$ cat config.mk
export PLATFORM = sky130hd
export DESIGN_NAME = fetch_unit
export DESIGN_NICKNAME = d
export VERILOG_FILES = /design/src/rtl/fetch_unit_pkg.sv /design/src/rtl/fetch_unit_if_id_reg.sv /design/src/rtl/fetch_unit.sv
export SDC_FILE = /design/constraint.sdc
export NUM_CORES = 1
export LEC_CHECK = 0
export CORE_MARGIN = 2
export CORE_UTILIZATION = 43
export CTS_CLUSTER_SIZE = 40
export DETAILED_ROUTE_END_ITERATION = 10
export GPL_TIMING_DRIVEN = 0
export PLACE_DENSITY_LB_ADDON = 0.2
export SLEW_MARGIN = 20
export SYNTH_ARGS = -nofsm -noshare
export SYNTH_HDL_FRONTEND = slang
export SYNTH_SLANG_ARGS = --single-unit
$ cat constraint.sdc
create_clock -name clk -period 1.64 [get_ports clk]
set_input_delay 0.328 -clock clk [delete_from_list [all_inputs] [get_ports clk]]
set_output_delay 0.328 -clock clk [all_outputs]
set_load 0.02 [all_outputs]
$ cat src/rtl/fetch_unit_pkg.sv
// Shared pipeline definitions: fetch FSM states, IF/ID payload, PC width and NOP encoding.
package fetch_unit_pkg;

    localparam int unsigned PC_W   = 32;
    localparam int unsigned INSN_W = 32;

    localparam logic [INSN_W-1:0] NOP = 32'h0000_0000;

    typedef enum logic [1:0] {
        IDLE = 2'd0,
        WAIT = 2'd1,
        DROP = 2'd2
    } fetch_state_t;

    typedef struct packed {
        logic              valid;
        logic [INSN_W-1:0] instr;
        logic [PC_W-1:0]   pc_plus4;
    } if_id_t;

    // Instruction addresses are word aligned; the low two bits never reach the PC.
    function automatic logic [PC_W-1:0] align_pc(input logic [PC_W-1:0] pc);
        return {pc[PC_W-1:2], 2'b00};
    endfunction

endpackage

$ cat src/rtl/fetch_unit_if_id_reg.sv
// IF/ID pipeline register with write enable and synchronous flush to a bubble.
module if_id_reg
    import fetch_unit_pkg::*;
(
    input  logic   clk,
    input  logic   rst,
    input  logic   we,
    input  logic   flush,
    input  if_id_t d,
    output if_id_t q
);

    // A bubble clears valid and instr but leaves pc_plus4 as it was.
    always_ff @(posedge clk) begin
        if (rst) begin
            q <= '0;
        end else if (flush) begin
            q.valid <= 1'b0;
            q.instr <= NOP;
        end else if (we) begin
            if (d.valid) begin
                q <= d;
            end else begin
                q.valid <= 1'b0;
                q.instr <= NOP;
            end
        end
    end

endmodule

$ cat src/rtl/fetch_unit.sv
// Instruction-fetch stage: PC register, imem request handshake, one-entry hold buffer, IF/ID register.
module fetch_unit
    import fetch_unit_pkg::*;
#(
    parameter logic [31:0] RESET_PC = 32'h0000_0000
) (
    input  logic              clk,
    input  logic              rst,
    input  logic              pc_en_f,
    input  logic              if_id_wr,
    input  logic              redirect,
    input  logic [PC_W-1:0]   redirect_pc,
    output logic              imem_req,
    output logic [PC_W-1:0]   imem_addr,
    input  logic              imem_ready,
    input  logic              imem_rvalid,
    input  logic [INSN_W-1:0] imem_rdata,
    output logic [PC_W-1:0]   pc_f,
    output logic [INSN_W-1:0] instr_d,
    output logic [PC_W-1:0]   pc_plus4_d,
    output logic              valid_d
);

    fetch_state_t      state;
    logic [PC_W-1:0]   pc_q;
    logic              hold_valid;
    logic [INSN_W-1:0] hold_instr;
    logic [PC_W-1:0]   hold_pc4;
    logic              accept;
    logic              resp_take;
    if_id_t            if_id_d;
    if_id_t            if_id_q;

    always_comb begin
        imem_req = 1'b0;
        if (!rst && state == IDLE && pc_en_f && !redirect && !hold_valid) begin
            imem_req = 1'b1;
        end
    end

    assign accept    = imem_req & imem_ready;
    assign resp_take = (state == WAIT) && imem_rvalid && !redirect;

    // While WAIT the PC has already advanced past the outstanding fetch, so pc_q is its PC+4.
    always_comb begin
        if_id_d = '0;
        if (hold_valid) begin
            if_id_d.valid    = 1'b1;
            if_id_d.instr    = hold_instr;
            if_id_d.pc_plus4 = hold_pc4;
        end else if (resp_take) begin
            if_id_d.valid    = 1'b1;
            if_id_d.instr    = imem_rdata;
            if_id_d.pc_plus4 = pc_q;
        end
    end

    // A response that lands together with a redirect retires the outstanding request.
    always_ff @(posedge clk) begin
        if (rst) begin
            state <= IDLE;
        end else begin
            case (state)
                IDLE: if (accept) state <= WAIT;
                WAIT: begin
                    if (imem_rvalid) begin
                        state <= IDLE;
                    end else if (redirect) begin
                        state <= DROP;
                    end
                end
                DROP: if (imem_rvalid) state <= IDLE;
                default: state <= IDLE;
            endcase
        end
    end

    always_ff @(posedge clk) begin
        if (rst) begin
            pc_q <= align_pc(RESET_PC);
        end else if (redirect) begin
            pc_q <= align_pc(redirect_pc);
        end else if (accept) begin
            pc_q <= PC_W'(pc_q + PC_W'(4));
        end
    end

    // Hold buffer catches a response that arrives while IF/ID is stalled.
    always_ff @(posedge clk) begin
        if (rst) begin
            hold_valid <= 1'b0;
            hold_instr <= NOP;
            hold_pc4   <= '0;
        end else if (redirect) begin
            hold_valid <= 1'b0;
        end else if (resp_take && !if_id_wr) begin
            hold_valid <= 1'b1;
            hold_instr <= imem_rdata;
            hold_pc4   <= pc_q;
        end else if (if_id_wr) begin
            hold_valid <= 1'b0;
        end
    end

    if_id_reg u_if_id (
        .clk   (clk),
        .rst   (rst),
        .we    (if_id_wr),
        .flush (redirect),
        .d     (if_id_d),
        .q     (if_id_q)
    );

    assign imem_addr  = pc_q;
    assign pc_f       = pc_q;
    assign instr_d    = if_id_q.instr;
    assign pc_plus4_d = if_id_q.pc_plus4;
    assign valid_d    = if_id_q.valid;

endmodule

==> impl_metrics.yaml, run 1 <==
outcome:
  outcome: "complete, but fails checks"
  violated_checks: "setup timing"
sta:
  fin_ws_ns: -0.1847
  relSlewSlack_pct: 53.24
  grt_setup_unrepaired: "true"
  report.final.hold_viol_count: 0
  setup_viol: 11
  layout_worst_path_cycle_share_pct: 111.3
  clock_skew_ns: 0.007068
  worst_slew_pin_slew_ns: 0.7015
  max_freq_mhz: 548.0
  tns_ns: -1.031
  shortest_period_the_worst_path_allows_ns: 1.825
  drv_slew: 0
routing:
  detail_route.iter0.violations: 540
  count_of_antenna_violating_nets_left_after_detailed_routing: 0
  detail_route.wl_per_cell_um: 16.36
  route.detailed.drc: 0
  num_vias: 6699
  detail_route.vias_per_cell: 5.169
  drt-total-wl_um: 21210
  dr.pass1.iters: 7
clock_tree:
  cts.sinks: 158
  clk_path_buf_depth: 2
  worst_skew_pair.late_latency_ns: 0.43
  cts_buffers: 17
  worst_setup_hold_path_clk_slew_ns: 0.06
  cts_tree: "done"
  ctsRootBufferMaster: "clkbuf_16"
  htree_num_levels: 4
  post_cts_hold_buffers: 0
pwr:
  total_power_mw: 8.902
  sequential_power_share_pct: 45.1
  max-vdd-ir-drop_uv: 741.3
  swShare_pct: 24.73
  net-switching-power_mw: 2.201
  internal-power_mw: 6.701
  combPwrFrac_pct: 11.0
  power_per_unit_of_standard_cell_area_mw_per_mm2: 866.9
  leakage_nw: 4.203
  clock_power_share_pct: 43.9
setup_path:
  crit-reg2reg-launch: "state[1]$_SDFFE_PP0P_"
  critPathMaxStageDelay_ns: 0.35
  r2r.worst_path.cells: 8
  cp.required_ns: 1.31
  crit_path_start_kind: "flip-flop"
  crit_fanout: 2
  cp_cell_sequence: "nor4b_4 -> buf_4 -> and2_4 -> buf_6"
  worst_path_arrival_ns: 1.50
  timing.critical_path.slowest_stage_cell: "dfxtp_4"
  criticalPathCategory: "reg2out"
  cp-end-kind: "primary output"
  worst-r2r-setup-slack_ns: -0.16
  worst_r2r_endpoint: "imem_addr[26]$_SDFFE_PP0P_"
synthesis:
  synthSimpleGateAreaFrac_pct: 19.71
  post_synth_xor_area_fraction_pct: 3.301
  post_synth_mux_area_share_pct: 6.112
  seq_area_frac_synth_pct: 45.85
  synth-compound-area-share_pct: 16.88
  ys.flop_type: "dfxtp_1"
  syn_area_per_cell_um2: 8.342
  synth.lib_cells_used.distinct: 38
  post_synth_fa_ha_maj_area_fraction_pct: 0.1814
  netlist_instances: 827
  synth.ff_latch_count: 158
  synth_enable_flop_cells: 0
  synth-async-reset-ratio_pct: 0
  ys.warnings.count: 0
  syn_area_mm2: 0.006899
  synth_top_family_by_area: "simple AND/OR/NAND/NOR gates"
die:
  initial_core_util_pct: 43.75
  floorplan.io_pins: 201
  die_h_um: 130.7
  placeableCoreArea_mm2: 0.01577
  design.die.area_mm2: 0.01707
  std_cell_rows: 46
  die_width_um: 130.7
layout:
  register_area_mm2: 0.003242
  num-fill-cells: 1393
  layout.cells.most_common: "nand2_1"
  nets: 1139
  diodes: 0
  multi_input_comb_area_mm2: 0.003531
  drive_above_1_share_pct: 21.48
  postLayoutCellArea_mm2: 0.01027
  area.growth.synth_to_final_pct: 48.84
  final_cell_mix: "nand2_1 (179), dfxtp_1 (127), dlygate4sd2_1 (109), a21oi_1 (73), buf_4 (70)"
global_routing:
  first_pass_grt_wire_length_um: 31950
  groute.usage.overall_pct: 24.28
  overflow_after_grt: 0
  number_of_global_route_vias_before_repair: 6122
  grt_start_max_net_pins: 17
  antenna_found_initial: 2
placement:
  post-dp-hpwl_um: 14120
  routabilityCongestion: 0.8504
  post_dp_cell_area_mm2: 0.009138
  port_buffers: 189
  dp_slack_ns: -0.9560
worst_hold_path:
  holdCritPathClass: "in2reg"
  timing.hold.worst.start: "imem_rvalid"
  worstHoldPathCells: 2
  timing.hold.worst_endpoint: "state[1]$_SDFFE_PP0P_"
run:
  cap_violations: 0
## power by group through the flow
stage               sequential [mW]  clock, mW  combinational (mW)
global route                   4.03       4.11                1.04
global placement               4.11          0               0.950
CTS                            4.02       3.95               0.922
floorplan                      4.14          0               0.423
finish                         4.02       3.91               0.977
detailed placement             4.11          0               0.956
## area by class of cell
type                            count  area share (%)
Timing Repair Buffer              218           19.31
Inverter                            6          0.2193
Clock inverter                      9          0.7798
Buffer                             98           6.153
Clock buffer                       23           4.947
Multi-Input combinational cell    568           34.39
Sequential cell                   158           31.57
Tap cell                          216           2.632
## how the worst max path moves through the flow
stage | startpoint | endpoint | slack, ns | cells past startpoint
2_1_floorplan | imem_addr[6]$_SDFFE_PP0P_ | imem_addr[21]$_SDFFE_PP0P_ | -0.001 | 6
3_3_place_gp | imem_rvalid | u_if_id.q[44]$_SDFFE_PP0P_ | -0.91 | 8
3_5_place_dp | imem_rvalid | u_if_id.q[36]$_SDFFE_PP0P_ | -0.96 | 8
4_1_cts | state[1]$_SDFFE_PP0P_ | imem_req | -0.17 | 4
5_1_grt | state[1]$_SDFFE_PP0P_ | imem_addr[26]$_SDFFE_PP0P_ | -0.24 | 8
6_report | state[1]$_SDFFE_PP0P_ | imem_req | -0.18 | 4
## registers in the layout, indices dropped and copies added, names as in the netlist
signal / flops
u_if_id.q: 63
hold_pc4: 30
state: 2
hold_instr: 32
imem_addr: 30
hold_valid: 1
## critical path, delay by kind of cell, from the launching register on
family	cells	cell delay, ns
buffers and inverters	2	0.28
AND/OR/NAND/NOR	2	0.43
flip-flops	1	0.35
## cells by family (layout without fill, tap and decap cells)
family | after synthesis | after routing
compound gates | 193 | 193
mux | 42 | 42
buf+inv | 106 | 354
simple gates | 300 | 300
xor+xnor | 26 | 26
fa+ha+maj | 1 | 1
flops | 158 | 158
other cells | 1 | 6
## per-layer routing
metal / vias up / GRT usage [%] / part of all wire, %
met2: 237 / 40.56 / 48
met4: 4 / 6.446 / 1.7
met3: 31 / 7.533 / 8.1
li1: 3301 / - / -
met5: - / 0 / 0.11
met1: 3126 / 30.58 / 42
## through the flow
step	std cells	utilization, %	hold WS (ns)
finish	1296	65.11	0.1923
global route	1296	65.11	0.2154
CTS	1280	63.15	0.3924
detailed placement	1237	57.94	0.4409
global placement	1237	57.94	0.4347
floorplan	832	-	0.4046
## synthesized netlist by cell type (4+ instances only)
cell      number  area share [%]
a211oi_1      42             4.6
a21oi_1       76             5.5
a22oi_1       23             2.5
and3_1         9            0.82
and4_1         7            0.89
buf_1          4            0.22
buf_2          4            0.29
buf_4         38             4.1
clkbuf_1      54             2.9
dfxtp_1      158              46
inv_1          6            0.33
mux2i_1       41             5.9
nand2_1      182             9.9
nand3_1        9            0.65
nand4_1       12             1.1
nor2_1        50             2.7
nor3_1         9            0.65
nor4_1         6            0.54
nor4_2         4            0.73
o21ai_0       36             2.6
o21bai_1       6            0.65
o22ai_1        5            0.45
xnor2_1       23             2.9
## timing repair
item / CTS / global route
pin swaps: 11 / 24
gates cloned: 1 / 0
endpoints found under the hold margin: 0 / 0
setup buffers: 12 / 16
setup endpoints to repair: 278 / 165
resized for setup: 240 / 85
Note: power is estimated with default switching activity, not from simulation.
==> run 2: changes to the inputs <==
CORE_UTILIZATION = 40   (was 43)
CTS_BUF_LIST = sky130_fd_sc_hd__clkbuf_16   (was unset)
==> run 2 against run 1 <==
- the run still ends with setup timing left
- register-to-register slack is essentially flat
- combinational power fell by 2%
- worst hold slack improved by 0.083 ns
- count of clock-buffer cells in the layout fell by 6
- clock power is 7.4% higher
- sequential share of layout area rose by 0.34 points
- clock skew hardly changed
- power grew 3.1%
- routed wire length shrank 0.86%
==> impl_metrics.yaml, run 2 (same netlist as run 1, synthesis figures left out) <==
sta:
  hold_slack_final_ns: 0.2752
  fin_ws_ns: -0.1967
  clock_skew_ns: 0.007126
  setup_viol: 24
  max_freq_mhz: 544.5
  grt_setup_unrepaired: "true"
  relSlewSlack_pct: 54.29
  layout_worst_path_cycle_share_pct: 112.0
  worst_slew_pin_slew_ns: 0.6856
  shortest_period_the_worst_path_allows_ns: 1.837
  drv_slew: 0
  report.final.hold_viol_count: 0
  tns_ns: -1.284
pwr:
  internal-power_mw: 6.903
  total_power_mw: 9.175
  combPwrFrac_pct: 10.5
  leakage_nw: 4.061
  swShare_pct: 24.76
  max-vdd-ir-drop_uv: 752.6
  net-switching-power_mw: 2.272
  power_per_unit_of_standard_cell_area_mw_per_mm2: 902.1
  clock_power_share_pct: 45.7
  sequential_power_share_pct: 43.8
global_routing:
  antenna_found_initial: 0
  groute.layer.met1.usage_pct: 28.48
  grt_util_met3_pct: 6.659
  grt.busiest_layer: "met2"
  groute.usage.overall_pct: 22.65
  overflow_after_grt: 0
  met2_usage_grt_pct: 36.72
  first_pass_grt_wire_length_um: 32280
  number_of_global_route_vias_before_repair: 6097
  grt_start_max_net_pins: 17
clock_tree:
  worst_skew_pair.late_latency_ns: 0.43
  worst_setup_hold_path_clk_slew_ns: 0.06
  clk_path_buf_depth: 2
  ctsRootBufferMaster: "clkbuf_16"
  cts_buffers: 17
  cts_tree: "done"
  cts.sinks: 158
  htree_num_levels: 4
routing:
  detail_route.iter0.violations: 385
  num_vias: 6611
  detail_route.vias_per_cell: 5.097
  count_of_antenna_violating_nets_left_after_detailed_routing: 0
  dr.pass1.iters: 5
  drt-total-wl_um: 21020
  route.detailed.drc: 0
  detail_route.wl_per_cell_um: 16.21
layout:
  area.growth.synth_to_final_pct: 47.42
  postLayoutCellArea_mm2: 0.01017
  diodes: 0
  layout.cells.most_common: "nand2_1"
  nets: 1131
  finish.utilization_pct: 59.63
  top_register: "u_if_id.q"
  final_standard_cell_count_with_taps_included_and_fillers_excluded: 1297
  drive_above_1_share_pct: 20.24
  reg_top3: "u_if_id.q (63), hold_instr (32)"
  largest_register_ffs: 63
  final_cell_mix: "nand2_1 (179), dfxtp_1 (126), dlygate4sd2_1 (105), a21oi_1 (75), buf_4 (69)"
die:
  placeableCoreArea_mm2: 0.01706
  die_width_um: 135.3
  floorplan.io_pins: 201
  initial_core_util_pct: 40.45
  die_h_um: 135.3
  std_cell_rows: 48
  design.die.area_mm2: 0.01831
worst_hold_path:
  holdCritPathClass: "in2reg"
placement:
  place.detailed.instances: 1246
  routabilityCongestion: 0.8494
  port_buffers: 189
  post-dp-hpwl_um: 14490
  dp_slack_ns: -0.9819
  post_dp_cell_area_mm2: 0.009149
setup_path:
  crit_fanout: 2
  cp-end-kind: "primary output"
  crit_path_start_kind: "flip-flop"
  criticalPathCategory: "reg2out"
  cp.required_ns: 1.31
  worst_path_arrival_ns: 1.51
run:
  cap_violations: 0
outcome:
  violated_checks: "setup timing"
  outcome: "complete, but fails checks"
[run 2: layout make-up]
| type | instances | area (µm²) |
|---|---|---|
| repair buffers | 212 | 1919 |
| inverters | 6 | 22.52 |
| fillers | 1585 | 6885 |
| clock inverters | 15 | 193.9 |
| multi-input cells | 568 | 3487 |
| clock buffers | 17 | 425.4 |
| flip-flops and latches | 158 | 3246 |
| well taps | 225 | 281.5 |
| plain buffers | 96 | 595.6 |
[run 2: critical path, cell delays in order (launching register included)]
cell	delay (ns)
dfxtp_4	0.35
nor4b_4	0.28
buf_4	0.18
and2_4	0.16
buf_6	0.12
[run 2: worst paths after layout]
path / start / endpoint / slack (ns) / depth (start not counted)
worst max-delay path: state[1]$_SDFFE_PP0P_ / imem_req / -0.20 / 4
worst min-delay path: imem_rvalid / state[1]$_SDFFE_PP0P_ / 0.28 / 2
worst max register to register: state[1]$_SDFFE_PP0P_ / imem_addr[20]$_SDFFE_PP0P_ / -0.15 / 6
worst min register to register: u_if_id.q[64]$_SDFFE_PP0P_ / u_if_id.q[64]$_SDFFE_PP0P_ / 0.44 / 2
[run 2: what timing repair did]
item | in CTS | in global routing
endpoints found under the setup margin | 276 | 162
pin swaps | 10 | 24
resized for setup | 238 | 78
hold buffers | 0 | 0
buffers inserted | 13 | 10
[run 2: power by group through the flow]
stage	logic, mW	clock network, mW	registers, mW
floorplan	0.423	0	4.14
detailed placement	0.961	0	4.11
global placement	0.956	0	4.11
finish	0.962	4.20	4.02
CTS	0.927	4.24	4.02
global route	1.03	4.40	4.03
[run 2: layer usage]
layer | vias to the layer above | share of wire, %
met1 | 3096 | 43
met2 | 201 | 47
met4 | 0 | 2.3
li1 | 3280 | -
met3 | 34 | 6.9
met5 | - | 0
